File: config.mk
export PLATFORM = sky130hd
export DESIGN_NAME = lsu_mem_ctrl_flat
export DESIGN_NICKNAME = d
export VERILOG_FILES = /design/src/rtl/lsu_pkg.sv /design/src/rtl/lsu_mem_ctrl_if.sv /design/src/rtl/lsu_load_align.sv /design/src/rtl/lsu_mem_ctrl.sv /design/src/flat_wrapper.sv
export SDC_FILE = /design/constraint.sdc
export NUM_CORES = 1
export LEC_CHECK = 0
export ABC_CLOCK_PERIOD_IN_PS = 3300
export CORE_ASPECT_RATIO = 1.2
export CORE_UTILIZATION = 40
export DETAILED_ROUTE_END_ITERATION = 7
export GPL_TIMING_DRIVEN = 0
export HOLD_SLACK_MARGIN = 0.06
export PLACE_DENSITY = 0.76
export SETUP_SLACK_MARGIN = 0.5
export SLEW_MARGIN = 10
export SYNTH_ARGS = -nofsm -noshare
export SYNTH_HDL_FRONTEND = slang
export SYNTH_SLANG_ARGS = --single-unit
export TNS_END_PERCENT = 50
File: constraint.sdc
create_clock -name clk -period 3.3 [get_ports clk]
set_clock_uncertainty 0.05 [all_clocks]
set_input_delay 0.825 -clock clk [delete_from_list [all_inputs] [get_ports clk]]
set_output_delay 0.825 -clock clk [all_outputs]
set_load 0.02 [all_outputs]
File: src/rtl/lsu_pkg.sv
// Shared types, funct3 encodings and lane helpers for the load/store memory controller.
package lsu_pkg;

  typedef enum logic [1:0] {
    IDLE,
    REQ,
    DONE
  } lsu_state_e;

  localparam logic [2:0] FUNCT3_LB  = 3'b000;
  localparam logic [2:0] FUNCT3_LH  = 3'b001;
  localparam logic [2:0] FUNCT3_LW  = 3'b010;
  localparam logic [2:0] FUNCT3_LBU = 3'b100;
  localparam logic [2:0] FUNCT3_LHU = 3'b101;

  // Only the five size/sign encodings are meaningful; 011, 110 and 111 are rejected.
  function automatic logic funct3_legal(input logic [2:0] f3);
    return f3 inside {FUNCT3_LB, FUNCT3_LH, FUNCT3_LW, FUNCT3_LBU, FUNCT3_LHU};
  endfunction

  // Halves need an even address, words a 4-byte aligned one; bytes are always fine.
  function automatic logic misaligned(input logic [2:0] f3, input logic [1:0] off);
    case (f3[1:0])
      2'b01:   return off[0];
      2'b10:   return off != 2'b00;
      default: return 1'b0;
    endcase
  endfunction

  // Byte enables for the addressed lane(s); loads and stores use the same pattern.
  function automatic logic [3:0] byte_en(input logic [2:0] f3, input logic [1:0] off);
    case (f3[1:0])
      2'b00:   return 4'b0001 << off;
      2'b01:   return off[1] ? 4'b1100 : 4'b0011;
      default: return 4'b1111;
    endcase
  endfunction

  // Replicate right-justified store data across every lane so byte enables pick it out.
  function automatic logic [31:0] store_lanes(input logic [2:0] f3, input logic [31:0] data);
    case (f3[1:0])
      2'b00:   return {4{data[7:0]}};
      2'b01:   return {2{data[15:0]}};
      default: return data;
    endcase
  endfunction

endpackage

File: src/rtl/lsu_mem_ctrl_if.sv
// Data-memory bus: a valid/ack request channel from the LSU to the memory.
interface lsu_mem_ctrl_if #(
  parameter int ADDR_W = 32
);

  logic              mem_req;
  logic              mem_we;
  logic [ADDR_W-1:0] mem_addr;
  logic [3:0]        mem_be;
  logic [31:0]       mem_wdata;
  logic [31:0]       mem_rdata;
  logic              mem_ack;

  modport master (
    output mem_req, mem_we, mem_addr, mem_be, mem_wdata,
    input  mem_rdata, mem_ack
  );

  modport slave (
    input  mem_req, mem_we, mem_addr, mem_be, mem_wdata,
    output mem_rdata, mem_ack
  );

endinterface

File: src/rtl/lsu_load_align.sv
// Picks the addressed byte/half out of a read word and sign- or zero-extends it.
module lsu_load_align
  import lsu_pkg::*;
(
  input  logic [31:0] rdata,
  input  logic [1:0]  off,
  input  logic [2:0]  funct3,
  output logic [31:0] data
);

  logic [7:0]  byte_sel;
  logic [15:0] half_sel;

  // Lane select followed by extension according to funct3.
  always_comb begin
    // NOTE: every output of an always_comb gets a default first so no path infers a latch.
    data     = rdata;
    byte_sel = rdata[7:0];
    case (off)
      2'd1:    byte_sel = rdata[15:8];
      2'd2:    byte_sel = rdata[23:16];
      2'd3:    byte_sel = rdata[31:24];
      default: byte_sel = rdata[7:0];
    endcase
    half_sel = off[1] ? rdata[31:16] : rdata[15:0];
    case (funct3)
      FUNCT3_LB:  data = {{24{byte_sel[7]}}, byte_sel};
      FUNCT3_LH:  data = {{16{half_sel[15]}}, half_sel};
      FUNCT3_LBU: data = {24'h0, byte_sel};
      FUNCT3_LHU: data = {16'h0, half_sel};
      default:    data = rdata;
    endcase
  end

endmodule

File: src/rtl/lsu_mem_ctrl.sv
// Memory-stage LSU: turns a registered load/store request into one valid/ack bus
// transaction, stalls the pipeline until it completes, and aligns load data.
module lsu_mem_ctrl
  import lsu_pkg::*;
#(
  parameter int ADDR_W  = 32,
  parameter int TIMEOUT = 255
) (
  input  logic              clk,
  input  logic              reset,
  input  logic              rd_en,
  input  logic              wr_en,
  input  logic [2:0]        funct3,
  input  logic [ADDR_W-1:0] addr,
  input  logic [31:0]       wdata,
  output logic              stall,
  output logic [31:0]       load_data,
  output logic              load_valid,
  output logic              err,
  lsu_mem_ctrl_if.master    bus
);

  // Last counter value before giving up; the request spends TIMEOUT cycles in REQ.
  localparam logic [15:0] CNT_LAST = 16'(TIMEOUT - 1);

  lsu_state_e        state;
  logic [15:0]       cnt;
  logic              req_q;
  logic              we_q;
  logic [ADDR_W-1:0] addr_q;
  logic [1:0]        off_q;
  logic [2:0]        f3_q;
  logic [3:0]        be_q;
  logic [31:0]       wdata_q;
  logic [31:0]       load_data_q;
  logic              load_valid_q;
  logic              err_q;
  logic [31:0]       aligned;

  // Request decode: any enable is an access; a bad one is reported instead of issued.
  logic acc, bad, start;
  assign acc   = rd_en | wr_en;
  assign bad   = acc && ((rd_en && wr_en) || !funct3_legal(funct3) || misaligned(funct3, addr[1:0]));
  assign start = (state == IDLE) && acc && !bad;

  // Stall rises in the accept cycle itself so the request stays put until DONE.
  assign stall = start || (state == REQ);

  lsu_load_align u_align (
    .rdata  (bus.mem_rdata),
    .off    (off_q),
    .funct3 (f3_q),
    .data   (aligned)
  );

  // Transaction FSM with latched bus fields, timeout counter and pulse outputs.
  always_ff @(posedge clk) begin
    // NOTE: state is updated with non-blocking assignments so every flop samples pre-edge values.
    if (reset) begin
      state        <= IDLE;
      cnt          <= '0;
      req_q        <= 1'b0;
      we_q         <= 1'b0;
      addr_q       <= '0;
      off_q        <= '0;
      f3_q         <= '0;
      be_q         <= '0;
      wdata_q      <= '0;
      load_data_q  <= '0;
      load_valid_q <= 1'b0;
      err_q        <= 1'b0;
    end else begin
      load_valid_q <= 1'b0;
      err_q        <= 1'b0;
      case (state)
        IDLE: begin
          cnt <= '0;
          if (bad) begin
            err_q <= 1'b1;
          end else if (acc) begin
            we_q    <= wr_en;
            addr_q  <= {addr[ADDR_W-1:2], 2'b00};
            off_q   <= addr[1:0];
            f3_q    <= funct3;
            be_q    <= byte_en(funct3, addr[1:0]);
            wdata_q <= store_lanes(funct3, wdata);
            req_q   <= 1'b1;
            state   <= REQ;
          end
        end
        REQ: begin
          if (bus.mem_ack) begin
            req_q <= 1'b0;
            state <= DONE;
            if (!we_q) begin
              load_data_q  <= aligned;
              load_valid_q <= 1'b1;
            end
          end else if (cnt == CNT_LAST) begin
            req_q <= 1'b0;
            err_q <= 1'b1;
            state <= IDLE;
          end else begin
            cnt <= cnt + 16'd1;
          end
        end
        DONE:    state <= IDLE;
        default: state <= IDLE;
      endcase
    end
  end

  assign load_data     = load_data_q;
  assign load_valid    = load_valid_q;
  assign err           = err_q;
  assign bus.mem_req   = req_q;
  assign bus.mem_we    = we_q;
  assign bus.mem_addr  = addr_q;
  assign bus.mem_be    = be_q;
  assign bus.mem_wdata = wdata_q;

endmodule

File: src/flat_wrapper.sv
// flat-port wrapper written by rule: the top's interface ports become plain ports
module lsu_mem_ctrl_flat import lsu_pkg::*;
#(
  parameter int ADDR_W  = 32,
  parameter int TIMEOUT = 255
)
  (clk, reset, rd_en, wr_en, funct3, addr, wdata, stall, load_data, load_valid, err, bus_mem_req, bus_mem_we, bus_mem_addr, bus_mem_be, bus_mem_wdata, bus_mem_rdata, bus_mem_ack);
  lsu_mem_ctrl_if #(.ADDR_W(ADDR_W)) bus_i ();
  input  logic clk;
  input  logic reset;
  input  logic rd_en;
  input  logic wr_en;
  input  logic [2:0] funct3;
  input  logic [ADDR_W-1:0] addr;
  input  logic [31:0] wdata;
  output logic stall;
  output logic [31:0] load_data;
  output logic load_valid;
  output logic err;
  output wire logic [$bits(bus_i.mem_req)-1:0] bus_mem_req;
  output wire logic [$bits(bus_i.mem_we)-1:0] bus_mem_we;
  output wire logic [$bits(bus_i.mem_addr)-1:0] bus_mem_addr;
  output wire logic [$bits(bus_i.mem_be)-1:0] bus_mem_be;
  output wire logic [$bits(bus_i.mem_wdata)-1:0] bus_mem_wdata;
  input wire logic [$bits(bus_i.mem_rdata)-1:0] bus_mem_rdata;
  input wire logic [$bits(bus_i.mem_ack)-1:0] bus_mem_ack;
  assign bus_mem_req = bus_i.mem_req;
  assign bus_mem_we = bus_i.mem_we;
  assign bus_mem_addr = bus_i.mem_addr;
  assign bus_mem_be = bus_i.mem_be;
  assign bus_mem_wdata = bus_i.mem_wdata;
  assign bus_i.mem_rdata = bus_mem_rdata;
  assign bus_i.mem_ack = bus_mem_ack;
  lsu_mem_ctrl #(.ADDR_W(ADDR_W), .TIMEOUT(TIMEOUT)) u_core (.clk(clk), .reset(reset), .rd_en(rd_en), .wr_en(wr_en), .funct3(funct3), .addr(addr), .wdata(wdata), .stall(stall), .load_data(load_data), .load_valid(load_valid), .err(err), .bus(bus_i));
endmodule
# Word-level counts from Yosys, hierarchy flattened
# Index checks and enable logic that the tools add are counted.
[word_totals]
ff_bits = 125
output_inout_bits = 105
input_bits = 104
[op_classes]
reduce_logical = 22
n_bitwise = 5
n_eq_ne = 19
muxes = 25
shifts = 1
add_sub_neg = 1
[ops]
columns = ["cell", "count"]
rows = [
  ["32-bit one-hot mux with 4 select lines", 1],
  ["32-bit one-hot mux with 2 select lines", 1],
  ["16-bit 2-to-1 mux", 3],
  ["16-bit one-hot mux with 2 select lines", 1],
  ["8-bit one-hot mux with 3 select lines", 1],
  ["16-bit by 1-bit adder with 16-bit output (second input constant)", 1],
  ["16-bit by 8-bit == test with 1-bit output (second input constant)", 1],
  ["3-bit == test (second input constant)", 4],
  ["3-bit AND reduction", 4],
  ["1-bit 2-to-1 mux", 8],
  ["2-bit 2-to-1 mux", 4],
  ["4-bit one-hot mux with 2 select lines", 1],
  ["2-bit by 1-bit == test with 1-bit output (second input constant)", 3],
  ["2-bit == test (second input constant)", 3],
  ["3-bit by 1-bit == test with 1-bit output (second input constant)", 2],
  ["3-bit logical NOT", 2],
  ["2-bit inequality test (second input constant)", 3],
  ["1-bit one-hot mux with 2 select lines", 3],
  ["5-bit nonzero test", 1],
  ["1-bit logical AND", 4],
  ["2-bit logical NOT", 2],
  ["4-bit 2-to-1 mux", 1],
  ["1-bit NOT", 4],
  ["2-bit one-hot mux with 2 select lines", 1],
  ["10 further kinds", 14],
]

# Depth between registers and ports, before layout
# Gate-level depths: netlist of the first run.
[depth]
ltp_word = 9
depth_mapped = 9
ltp_nobuf = 6

# Hierarchy
# Synthesis of the first run repeated with hierarchy kept, for this count alone.
[unflattened]
hier_cells = 752
area_unflattened_um2 = 5974.5
[by_module_without_submodules]
columns = ["mod", "seq_area_each_um2", "cells_each", "instances", "area_per_inst_um2"]
rows = [
  ["lsu_mem_ctrl", 2502.4, 642, 1, 5325.1],
  ["lsu_load_align", 0.0, 110, 1, 649.4],
]

# Worst setup path after synthesis of the first run
# OpenSTA, ideal clock, no wires.
[synth_path]
path_type = "input to output"
startpoint = "input funct3[0]"
endpoint = "output stall"
t_required_ns = 2.425
arrival_time_ns = 2.255
slack_ns = 0.170
cell_stages = 9
cell_sequence = "inv_1 ha_1 clkbuf_1 or2_1 o211a_1 buf_2 buf_1 nand2_1 nand2_1"
[synth_between]
elab_chain_len = 9
elab_cells_between_ends = 16
cone_classes = "eq/ne (6); mux (1); reduce/logical (9)"
[synth_rtl]
columns = ["element", "line", "source"]
rows = [
  ["start: declaration", "flat_wrapper.sv:13", "input logic [2:0] funct3;"],
  ["3-bit by 1-bit == test with 1-bit output (tied with other cells)", "lsu_pkg.sv:18", "return f3 inside {FUNCT3_LB, FUNCT3_LH, FUNCT3_LW, FUNCT3_LBU, FUNCT3_LHU};"],
  ["5-bit nonzero test", "lsu_pkg.sv:18", ""],
  ["1-bit logical NOT", "lsu_mem_ctrl.sv:43", "assign bad = acc && ((rd_en && wr_en) || !funct3_legal(funct3) || misaligned(funct3, addr[1:0]));"],
  ["1-bit logical OR", "lsu_mem_ctrl.sv:43", ""],
  ["1-bit logical OR (*)", "lsu_mem_ctrl.sv:43", ""],
  ["1-bit logical AND (*)", "lsu_mem_ctrl.sv:43", ""],
  ["1-bit logical NOT (*)", "lsu_mem_ctrl.sv:44", "assign start = (state == IDLE) && acc && !bad;"],
  ["1-bit logical AND (*)", "lsu_mem_ctrl.sv:44", ""],
  ["1-bit logical OR (*)", "lsu_mem_ctrl.sv:47", "assign stall = start || (state == REQ);"],
  ["end: declaration", "flat_wrapper.sv:16", "output logic stall;"],
]
# Every way passes the cells marked *; elsewhere a longest branch is shown, timed or not.

# Worst setup path after layout of the first run
# Same ends and word-level chain as after synthesis.

==> impl_metrics.toml, run 1 <==
[status]
status = "finished with violations"
failed_checks = "design-rule violations"

[clock_tree]
cts_tree = "built"
cts_sinks = 125
cts_buffers = 17
cts-root-buf = "clkbuf_16"
clk_pin_slew_worst_paths_ns = 0.05
htree_levels = 4
clock_path_buffers = 2
clk_latency_ns = 0.43

[synthesis]
ys_warn_count = 0
synth_ff_type = "dfxtp_1"
avgSynthCellArea_um2 = 8.32
yosysSeqAreaShare_pct = 43.4
netlist_area_mm2 = 0.00576
syn_inst = 692
synth-edff-count = 0
ys_types = 56
yosys_register_bits = 125
synth-async-reset-ratio_pct = 0

[global_routing]
grtUsageMet3_pct = 6.73
gr-max-usage-layer = "met2"
grt_use_met2_pct = 45.3
grt_max_degree = 17
grt_pass1_vias = 5903
grt_pass1_wl_um = 30900
antenna_found_initial = 1
grtUsageTotal_pct = 26.6
grt.overflow.total = 0
grt_use_met1_pct = 31.7

[power]
ir_drop_uv = 308
total_power_w = 0.00443
power_density_mw_per_mm2 = 504
leakage_nw = 2.98

[floorplanning]
die_h_um = 133
die_w_um = 112
core-area_mm2 = 0.0139
rows = 47
ios = 209
start_util_pct = 41.3
die_area_mm2 = 0.0149

[critical_path]
worstSetupEndpointType = "primary output"
slowest_stage = "or2_4"
cpPeakStageDelay_ns = 0.22
crit_fanout = 3
worstPathArrival_ns = 2.12
worstPathRequired_ns = 2.42
path_cells = "buf_8 > inv_8 > ha_4 > buf_8 > or2_4 > o211a_1 > buf_6 > buf_8 > nand2_4 > nand2_4 > buf_6"
crit_path_frequent_cell = "buf_8"
criticalPathCategory = "in -> out"
start_kind = "input port"

[cells_and_area]
synthToLayoutAreaGrowth_pct = 52.6
final_layout_size_suffix_gt1_share_pct = 8.63
mostFrequentLayoutCell = "clkdlybuf4s50_1"
nNetsFinal = 1035
fillCellCount = 1178
final_cell_mix = "198 x clkdlybuf4s50_1, 125 x dfxtp_1, 89 x a21oi_1"
final_util_pct = 63.1

[routing]
postRouteAntennaNets = 0
dr_total_vias = 6266
via_per_inst = 5.64
first_iter_violations = 369
first_pass_iters = 7
routedWlPerCell_um = 17.8
wl_um = 19700
drc = 8

[place]
port_buffers = 206
place_congestion = 0.919
post-dp-hpwl_um = 14600

[flow_run]
cap_violations = 0

[timing]
maxSlewViolCount = 0
setup_violations = 0
post-route-period-util_pct = 90.9
layout_min_cycle_time_ns = 3.00
tightest_slew_ns = 0.773
rsz0062_at_grt = "yes"
hold_viol = 0
fmax_mhz = 333
slew-limit-headroom_pct = 48.4

[min_path]
hold_path_class = "reg -> reg"
## final cells by class
cell class | count | area, um2 | share of cell area [%]
diodes | 1 | 2.50 | 0.0285
plain buffers | 64 | 318 | 3.62
clock buffers | 19 | 453 | 5.15
clock inverters | 13 | 118 | 1.34
inverters | 13 | 68.8 | 0.783
multi-input cells | 491 | 2970 | 33.8
flip-flops and latches | 125 | 2500 | 28.5
well taps | 171 | 214 | 2.43
repair buffers | 214 | 2140 | 24.3
## final timing paths
| path | start | end | slack, ns | cells after the start |
|---|---|---|---|---|
| worst max-delay path | funct3[0] | stall | 0.30 | 11 |
| worst min-delay path | u_core.load_data[5] | u_core.load_data[5] | 0.41 | 2 |
| worst max register to register | u_core.state[1] | u_core.load_data[14] | 1.15 | 5 |
| worst min register to register | u_core.load_data[5] | u_core.load_data[5] | 0.41 | 2 |
## per-stage QoR
step | TNS, ns | setup WS, ns | hold WS [ns] | instances | area (um2)
finish | 0 | 0.300 | 0.410 | 1111 | 8790
global route | 0 | 0.269 | 0.432 | 1111 | 8790
global placement | -1.84 | -0.849 | 0.387 | 1070 | 8110
detailed placement | -3.06 | -0.873 | 0.404 | 1070 | 8110
CTS | 0 | 0.255 | 0.414 | 1108 | 8760
floorplan | 0 | 0.480 | 0.417 | 693 | 5840
## flip-flops by register name, summed over array words and instances, names as in the netlist
register	flops
u_core.bus.mem_addr	30
u_core.bus.mem_be	4
u_core.bus.mem_req	1
u_core.bus.mem_wdata	32
u_core.bus.mem_we	1
u_core.cnt	16
u_core.err	1
u_core.f3_q	3
u_core.load_data	32
u_core.load_valid	1
u_core.off_q	2
u_core.state	2
## worst max-delay path, delay by kind of cell
| kind | cells | cell delay, ns |
|---|---|---|
| buffers and inverters | 6 | 0.59 |
| adder cells (fa/ha/maj) | 1 | 0.15 |
| AND/OR/NAND/NOR | 3 | 0.34 |
| AO/OA/AOI/OAI | 1 | 0.21 |
## metal layers
| metal | up-vias | wire length [um] |
|---|---|---|
| met5 | - | 0 |
| li1 | 3034 | - |
| met4 | 0 | 545 |
| met2 | 260 | 9800 |
| met3 | 36 | 1470 |
| met1 | 2936 | 7920 |
## synth_stat cells, drive strengths merged, types with 3 or more instances
library cell  number  area [um2]
nor3               8        45.0
a311oi            29         254
o21ai             49         245
mux2i             18         180
inv               13        48.8
o221ai            10        87.6
or2                4        25.0
nand4              5        43.8
o22ai              3        18.8
ha                 5        62.6
clkbuf            36         135
nor2b              9        56.3
nor3b              8        60.1
dfxtp            125        2500
o31ai              4        30.0
a2111oi            7        61.3
a211oi            18         135
o211ai             5        37.5
nand2             64         240
a22oi              8        60.1
nor2              36         138
nand3             54         270
buf               28         136
a21oi             90         454
nand2b            14        87.6
o2bb2ai            4        35.0
nor4               4        25.0
or4                7        52.6
## kinds of logic after synthesis
kind of cell	count (synthesis)	share of synthesized area, %
AO/OA/AOI/OAI	239	26.3
XOR/XNOR	3	0.456
adder cells (fa/ha/maj)	5	1.09
buffers and inverters	77	5.56
flip-flops	125	43.4
multiplexers	19	3.52
other	1	0.0651
AND/OR/NAND/NOR	223	19.5
## power by group
group | leakage (nW) | internal [W] | switching (W)
Combinational | 1.70 | 0.000444 | 0.000530
Clock | 0.267 | 0.00107 | 0.000719
Sequential | 1.02 | 0.00161 | 0.0000574
## what timing repair did
item                                    in CTS  in global routing
hold endpoints to repair                     0                  0
hold buffers                                 0                  0
pin swaps                                    4                  3
endpoints found under the setup margin      41                  1
resized for setup                           32                  4
setup buffers                                6                  2
gates cloned                                 0                  0
Note: power is estimated with default switching activity, not from simulation.
==> inputs of run 2 (changes only) <==
- ABC_CLOCK_PERIOD_IN_PS: 3300 -> 3400
- HOLD_SLACK_MARGIN: 0.06 -> unset
- clock period: 3.3 -> 3.4 ns (I/O delays scaled with it)
==> run 2 against run 1 <==
Effect of this change: the flow still finishes with violations (design-rule violations); sequential cell count is the same; core utilization grew 0.24 points; clock power is 3% higher; die area is the same; hold slack worse by 0.0072 ns; power down 0.51%; combinational power fell by 2.5%; sequential power down 3%; via count about the same; first-iteration DRC count shrank 1.4%; global-route usage is 0.61 points lower; critical path type unchanged; largest cell class unchanged.
==> impl_metrics.toml, run 2 (synthesis results as in run 1) <==
[critical_path]
crit_fanout = 3
cp_top_family = "buffers and inverters"
ff2ff_setup_slack_ns = 1.17
worstPathArrival_ns = 2.18
start_kind = "input port"
worst-path-buf-inv = 6
worstSetupEndpointType = "primary output"
slowest_stage = "or2_4"
path_cells = "buf_8 > inv_6 > ha_4 > buf_8 > or2_4 > o211a_1 > buf_6 > buf_8 > nand2_4 > nand2_4 > buf_6"
cpPeakStageDelay_ns = 0.23
worstPathRequired_ns = 2.50
criticalPathCategory = "in -> out"
crit_path_frequent_cell = "buf_8"

[power]
power_density_mw_per_mm2 = 500
ir_drop_uv = 336
total_power_w = 0.00441
leakage_nw = 3.00

[floorplanning]
ios = 209
core-area_mm2 = 0.0139
die_h_um = 133
die_area_mm2 = 0.0149
die_w_um = 112
start_util_pct = 41.3
rows = 47

[cells_and_area]
final_layout_size_suffix_gt1_share_pct = 8.49
final_cell_count_no_fill = 1113
final_cell_mix = "199 x clkdlybuf4s50_1, 125 x dfxtp_1, 89 x a21oi_1"
synthToLayoutAreaGrowth_pct = 53.2
nNetsFinal = 1038
multi_input_area_mm2 = 0.00299
ff_latch_area_mm2 = 0.00250
mostFrequentLayoutCell = "clkdlybuf4s50_1"
antennaDiodeCount = 0
fillCellCount = 1212

[global_routing]
grtUsageTotal_pct = 26.0
grt_max_degree = 17
grt_pass1_vias = 5783
antenna_found_initial = 0
grt.overflow.total = 0
grt_pass1_wl_um = 30300

[place]
pre_cts_ws_ns = -0.703
post-dp-hpwl_um = 14400
place_congestion = 0.924
dpl.cell_count = 1070
port_buffers = 206

[routing]
drc = 4
first_pass_iters = 8
first_iter_violations = 364
routedWlPerCell_um = 17.6
dr_total_vias = 6269
postRouteAntennaNets = 0
via_per_inst = 5.63
wl_um = 19600

[timing]
rsz0062_at_grt = "yes"
post-route-period-util_pct = 90.6
slew-limit-headroom_pct = 42.3
hold_viol = 0
fmax_mhz = 325
maxSlewViolCount = 0
tightest_slew_ns = 0.864
setup_slack_ns = 0.321
setup_violations = 0
layout_min_cycle_time_ns = 3.08

[clock_tree]
clock_path_buffers = 2
cts-root-buf = "clkbuf_16"
holdBufCountCts = 0
clk_pin_slew_worst_paths_ns = 0.05
clk_latency_ns = 0.41
cts_tree = "built"
cts_sinks = 125
cts_buffers = 17
htree_levels = 4

[min_path]
hold_path_class = "reg -> reg"

[flow_run]
cap_violations = 0

[status]
status = "finished with violations"
failed_checks = "design-rule violations"
==> run 2: cell count changes in the layout (fill, tap and decap cells not counted), sizes merged <==
cell / delta
clkdlybuf4s50: +1
inv: -1
dlymetal6s2s: -2
clkinvlp: -5
diode: -1
dlygate4sd2: +1
bufinv: +2
clkinv: -2
clkbuf: +6
buf: +3
==> run 2: worst min-delay path, delay by kind of cell (launching register included) <==
kind	cells	cell delay, ns
compound gates	1	0.05
flops	1	0.30
simple gates	1	0.05
==> run 2: through the flow <==
| step | area, um2 | hold slack [ns] | util, % | TNS (ns) |
|---|---|---|---|---|
| after floorplan | 5810 | 0.417 | - | 0 |
| after global placement | 8090 | 0.388 | 58.0 | -0.700 |
| after detailed placement | 8090 | 0.394 | 58.0 | -0.703 |
| after CTS | 8770 | 0.402 | 63.0 | 0 |
| after global routing | 8820 | 0.427 | 63.3 | 0 |
| final | 8820 | 0.403 | 63.3 | 0 |
==> run 2: what timing repair did <==
| action | in CTS | in global routing |
|---|---|---|
| resized for setup | 32 | 5 |
| pin swaps | 3 | 4 |
| setup endpoints to repair | 3 | 2 |
| setup buffers | 7 | 4 |
==> run 2: area by class of cell <==
class,instances,share of cell area (%)
Clock buffer,25,5.50
Buffer,64,3.60
Multi-Input combinational cell,491,33.8
Inverter,13,0.638
Clock inverter,7,1.25
Timing Repair Buffer,217,24.4
Tap cell,171,2.42
Sequential cell,125,28.4
==> run 2: path summary, 6_finish.rpt <==
path,startpoint,end,depth (start not counted)
hold reg to reg,u_core.load_data[5],u_core.load_data[5],2
setup reg to reg,u_core.state[1],u_core.load_data[11],5
setup / recovery,funct3[0],stall,11
hold / removal,u_core.load_data[5],u_core.load_data[5],2
==> run 2: layer usage <==
| layer | vias up | share of wire, % | wire length (um) | track usage, % |
|---|---|---|---|---|
| met5 | - | 0 | 0 | 0 |
| met4 | 0 | 2.4 | 469 | 9.76 |
| li1 | 3049 | - | - | - |
| met2 | 265 | 50 | 9880 | 44.8 |
| met3 | 43 | 6.7 | 1320 | 6.10 |
| met1 | 2912 | 40 | 7930 | 31.4 |
==> run 2: where the power goes <==
| group | internal [W] | switching [W] |
|---|---|---|
| Sequential | 0.00156 | 0.0000558 |
| Clock | 0.00121 | 0.000636 |
| Combinational | 0.000433 | 0.000517 |
| Total | 0.00320 | 0.00121 |
==> inputs of run 3 (changes only) <==
- CELL_PAD_IN_SITES_DETAIL_PLACEMENT: unset -> 2
- CELL_PAD_IN_SITES_GLOBAL_PLACEMENT: unset -> 2
- CORE_UTILIZATION: 40 -> 25
- PLACE_DENSITY: 0.76 -> 0.83
==> run 3 against run 2 <==
Effect of this change: the run now ends clean; die area increased by 59%; via count increased by 2.9%; maximum frequency increased by 0.91%; global-route usage shrank 3.8 points; critical path type unchanged; largest power group unchanged; non-clock buffer count is 3 higher; sequential share of layout area decreased by 0.44 points; hold slack better by 0.0095 ns.
==> impl_metrics.toml, run 3 (synthesis results as in run 1) <==
[routing]
routedWlPerCell_um = 21.2
dr_total_vias = 6452
wl_um = 26000
via_per_inst = 5.26
drc = 0
first_iter_violations = 272
postRouteAntennaNets = 0
first_pass_iters = 4

[cells_and_area]
multi_input_area_mm2 = 0.00299
mostFrequentLayoutCell = "clkdlybuf4s50_1"
fillCellCount = 2515
final_cell_count_no_fill = 1227
nNetsFinal = 1041
final_layout_size_suffix_gt1_share_pct = 9.42
synthToLayoutAreaGrowth_pct = 55.6
final_cell_mix = "199 x clkdlybuf4s50_1, 125 x dfxtp_1, 89 x a21oi_1"
final_util_pct = 39.8
design_area_mm2 = 0.00896
ff_latch_area_mm2 = 0.00250

[critical_path]
worstPathArrival_ns = 2.15
criticalPathCategory = "in -> out"
worst-path-buf-inv = 6
cp_top_family = "buffers and inverters"
crit_fanout = 3
cpPeakStageDelay_ns = 0.23
path_cells = "buf_8 > inv_4 > ha_4 > clkbuf_8 > or2_4 > o211a_1 > buf_6 > buf_8 > nand2_4 > nand2_4 > buf_6"
start_kind = "input port"
worstSetupEndpointType = "primary output"
slowest_stage = "or2_4"
worstPathRequired_ns = 2.50

[clock_tree]
clk_pin_slew_worst_paths_ns = 0.06
cts_sinks = 125
clock_path_buffers = 2
clk_latency_ns = 0.43
cts-root-buf = "clkbuf_16"
holdBufCountCts = 0
htree_levels = 4
cts_tree = "built"
cts_buffers = 17

[place]
placed_area_mm2 = 0.00822
post-dp-hpwl_um = 19200
place_congestion = 0.803
port_buffers = 206
pre_cts_ws_ns = -0.786
dpl.cell_count = 1178

[timing]
setup_violations = 0
rsz0062_at_grt = "yes"
setup_slack_ns = 0.349
maxSlewViolCount = 0
post-route-period-util_pct = 89.7
tightest_slew_ns = 0.742
slew-limit-headroom_pct = 50.2
fmax_mhz = 328
hold_viol = 0
layout_min_cycle_time_ns = 3.05

[power]
ir_drop_uv = 363
leakage_nw = 2.99
total_power_w = 0.00441
power_density_mw_per_mm2 = 492

[floorplanning]
start_util_pct = 25.6
die_h_um = 168
ios = 209
die_area_mm2 = 0.0237
core-area_mm2 = 0.0225
die_w_um = 141
rows = 60

[global_routing]
grtUsageMet3_pct = 4.04
grt_pass1_vias = 7109
antenna_found_initial = 4
grt.overflow.total = 0
gr-max-usage-layer = "met2"
grt_max_degree = 17
grt_pass1_wl_um = 40200
grt_use_met2_pct = 40.7
grt_use_met1_pct = 25.0
grtUsageTotal_pct = 22.2

[min_path]
hold_path_class = "reg -> reg"

[flow_run]
cap_violations = 0

[status]
status = "complete, no violations"
## run 3: changes by cell type in the layout (fill, tap and decap cells not counted), moves of 2 or more
cell / before / now
clkinvlp_4: 0 / 3
clkinv_2: 4 / 2
inv_6: 1 / 5
clkbuf_1: 40 / 35
clkinv_4: 0 / 3
bufinv_16: 3 / 1
buf_4: 15 / 18
diode_2: 0 / 3
## run 3: layout make-up
class	instances	area share, %
diodes	3	0.0838
plain buffers	64	3.53
clock buffers	18	4.90
clock inverters	14	1.48
inverters	13	0.600
multi-input cells	491	33.3
flip-flops and latches	125	27.9
well taps	279	3.90
repair buffers	220	24.3
## run 3: repair_timing
item | in CTS | in global routing
endpoints found under the setup margin | 40 | 31
pin swaps | 4 | 3
buffers inserted | 14 | 0
resized for setup | 33 | 4
## run 3: stage by stage
| stage | hold WS [ns] | setup TNS (ns) |
|---|---|---|
| detailed placement | 0.402 | -0.861 |
| global route | 0.443 | 0 |
| CTS | 0.414 | 0 |
| floorplan | 0.417 | 0 |
| global placement | 0.389 | -0.791 |
| finish | 0.413 | 0 |
## run 3: power by group
part / leakage, nW / switching, W / total (W) / internal, W
clock network: 0.274 / 0.000754 / 0.00179 / 0.00104
registers: 1.02 / 0.0000618 / 0.00162 / 0.00156
logic: 1.70 / 0.000557 / 0.000994 / 0.000437
total: 2.99 / 0.00137 / 0.00441 / 0.00303
## run 3: final timing paths
| path | slack (ns) | depth (start not counted) | endpoint | startpoint |
|---|---|---|---|---|
| worst min register to register | 0.41 | 2 | u_core.load_data[4] | u_core.load_data[4] |
| worst max-delay path | 0.35 | 11 | stall | funct3[0] |
| worst min-delay path | 0.41 | 2 | u_core.load_data[4] | u_core.load_data[4] |
| worst max register to register | 1.17 | 6 | u_core.load_data[4] | u_core.off_q[1] |
## run 3: worst reg2reg max path: cells and delay by family, from the launching register on
family                 cells  cell delay (ns)
buffers and inverters      2             0.90
muxes                      2             0.46
DFF                        1             0.37
AOI/OAI and AO/OA          2             0.32
## run 3: routing by layer
metal	part of all wire [%]	vias up
met4	3.0	2
met2	52	142
li1	-	3052
met1	41	3219
met3	3.5	37
met5	0.050	-
==> edit: new RTL, flow settings as in run 3 <==
`ADDR_W` is set to 32 in 3 places; all go to 48.
--- a/src/rtl/lsu_mem_ctrl_if.sv
+++ b/src/rtl/lsu_mem_ctrl_if.sv
@@ -1,6 +1,6 @@
 // Data-memory bus: a valid/ack request channel from the LSU to the memory.
 interface lsu_mem_ctrl_if #(
-  parameter int ADDR_W = 32
+  parameter int ADDR_W = 48
 );
 
   logic              mem_req;
--- a/src/rtl/lsu_mem_ctrl.sv
+++ b/src/rtl/lsu_mem_ctrl.sv
@@ -3,7 +3,7 @@
 module lsu_mem_ctrl
   import lsu_pkg::*;
 #(
-  parameter int ADDR_W  = 32,
+  parameter int ADDR_W  = 48,
   parameter int TIMEOUT = 255
 ) (
   input  logic              clk,
--- a/src/flat_wrapper.sv
+++ b/src/flat_wrapper.sv
@@ -1,7 +1,7 @@
 // flat-port wrapper written by rule: the top's interface ports become plain ports
 module lsu_mem_ctrl_flat import lsu_pkg::*;
 #(
-  parameter int ADDR_W  = 32,
+  parameter int ADDR_W  = 48,
   parameter int TIMEOUT = 255
 )
   (clk, reset, rd_en, wr_en, funct3, addr, wdata, stall, load_data, load_valid, err, bus_mem_req, bus_mem_we, bus_mem_addr, bus_mem_be, bus_mem_wdata, bus_mem_rdata, bus_mem_ack);
Interface: changed (resized addr and bus_mem_addr); port bits go from 209 to 241. The function was not compared with the original's and may differ.
==> edit against run 3 <==
Worst setup slack worse by 130 ps. Sequential cell count is 16 higher. Via count up 10%. Sequential power up 13%. Synthesized cell count up 11%. Combinational power increased by 13%. Maximum frequency decreased by 4.1%. Synthesized area grew 12%. Total power increased by 9.4%. Wire length rose by 10%. Clock power increased by 5%. Cell area is 11% higher.
==> edit: results (changes against run 3) <==
| Metric | Value |
|---|---|
| Clock Latency Late Sink | 420 ps |
| GRT Total Usage | 21.7% (-0.54 points) |
| Final Hold Viols | 0 (unchanged) |
| Top cells by count, synth | 141 x dfxtp_1, 108 x a21oi_1, 69 x nand3_1, 65 x nand2_1, 64 x o21ai_0 |
| DP Wirelength | 21,000 um (+9.6%) |
| Sequential share of the synthesized area | 43.9% (+0.43 points) |
| HP Class | reg -> reg |
| Via count | 7,107 (+10%) |
| VDD IR max | 315 uV (-13%) |
| CTS H-tree lvls | 4 (unchanged) |
| Final #Nets | 1,157 (+11%) |
| Main area contributors after synthesis | dfxtp_1 44%, a21oi_1 8.4%, nand3_1 5.4%, o21ai_0 5.0%, nand2_1 3.8% |
| DR WL/cell | 20.8 um (-1.4%) |
| Distinct cells, synth | 59 (+5.4%) |
| Outcome | completed |
| Antenna diode count | 0 (-3) |
| Vias in the first global route | 7,726 (+8.7%) |
| CTS buffer count | 17 (unchanged) |
| Initial antenna violation count | 1 (-3) |
| Largest net degree at the start of global routing | 17 (unchanged) |
| I/O Buffers | 236 (+15%) |
| Clock-pin slew of the registers on the worst-case setup and hold paths | 60 ps (about the same) |
| Root Buffer | clkbuf_16 |
| Worst-Margin Slew | 978 ps (+237 ps) |
| FFs w/ async S/R, synth | 0% (unchanged) |
| CP Max Fanout | 3 (unchanged) |
| Detailed Routing Iterations Pass 1 | 4 (unchanged) |
| Synth Flop Type | dfxtp_1 |
| First-pass GRT wire length | 43,900 um (+9.1%) |
| Yosys warns | 0 (unchanged) |
| GPL Wtd Cong | 0.807 (+0.52%) |
| Clk buf depth | 2 (unchanged) |
| Drt initial violations | 227 (-17%) |
| CP arrival | 2280 ps (+130 ps) |
| Pleak | 3.38 nW (+13%) |
| Max FFs per register | 46 |
| Share of cells above drive strength 1 | 8.71% (-0.71 points) |
==> edit: metal layers <==
metal  vias up  track usage (%)  share of wire [%]
li1       3352                -                  -
met1      3527             24.3                 41
met2       181             39.1                 52
met3        45             5.71                5.0
met4         2             7.56                2.7
met5         -                0              0.046
==> edit: final timing paths <==
path | cells past startpoint | slack (ps) | to | startpoint
hold / removal | 2 | 420 | u_core.load_data[5]$_SDFFE_PP0P_ | u_core.load_data[5]$_SDFFE_PP0P_
hold reg to reg | 2 | 420 | u_core.load_data[5]$_SDFFE_PP0P_ | u_core.load_data[5]$_SDFFE_PP0P_
setup / recovery | 12 | 220 | stall | funct3[1]
setup reg to reg | 6 | 900 | u_core.load_data[18]$_SDFFE_PP0P_ | u_core.state[0]$_SDFFE_PP0P_
==> edit: logic make-up (layout without fill, tap and decap cells) <==
family	after synthesis	after routing	share of synthesized area, %
AOI/OAI and AO/OA	273	273	26.4
and+or+nand+nor	243	243	19.3
DFF	141	141	43.9
buffers and inverters	82	358	5.62
muxes	21	21	3.46
adders and majority gates	5	5	0.972
xor gates and xnor gates	2	2	0.272
other	1	2	0.0583
==> edit: worst max-delay path: stages <==
cell and delay [ps]:
buf_12 90, inv_12 30, ha_4 140, buf_6 100, or2_1 230, clkbuf_8 140, o211a_1 210, buf_6 130
buf_8 110, nand2_4 60, nand2_4 40, buf_6 140
==> edit: through the flow <==
step	instances	total power [mW]	setup WS, ps	area [um2]
2_1_floorplan	769	2.39	466	6500
3_3_place_gp	1330	2.92	-926	9270
3_5_place_dp	1330	2.95	-933	9270
4_1_cts	1367	4.87	240	9940
5_1_grt	1370	5.02	180	9960
6_report	1370	4.82	220	9960
==> edit: area by class of cell <==
type                       count  area [um2]
buffer                        75         384
clock buffer                  19         453
clock inverter                13         129
fill                        2738       15000
inverter                       7        46.3
multi-input combinational    546        3280
sequential                   141        2820
tap                          325         407
timing repair buffer         244        2440
==> edit: report_power, final <==
part           leakage [nW]  internal (mW)  switching [mW]
Combinational          1.96          0.487           0.630
Sequential             1.15           1.76          0.0658
Clock                 0.270           1.06           0.818
==> edit: timing repair <==
item | in CTS | in global routing
gates resized for setup | 36 | 0
buffers inserted | 5 | 3
setup endpoints to repair | 72 | 1
pin swaps | 2 | 3
cloned | 0 | 0
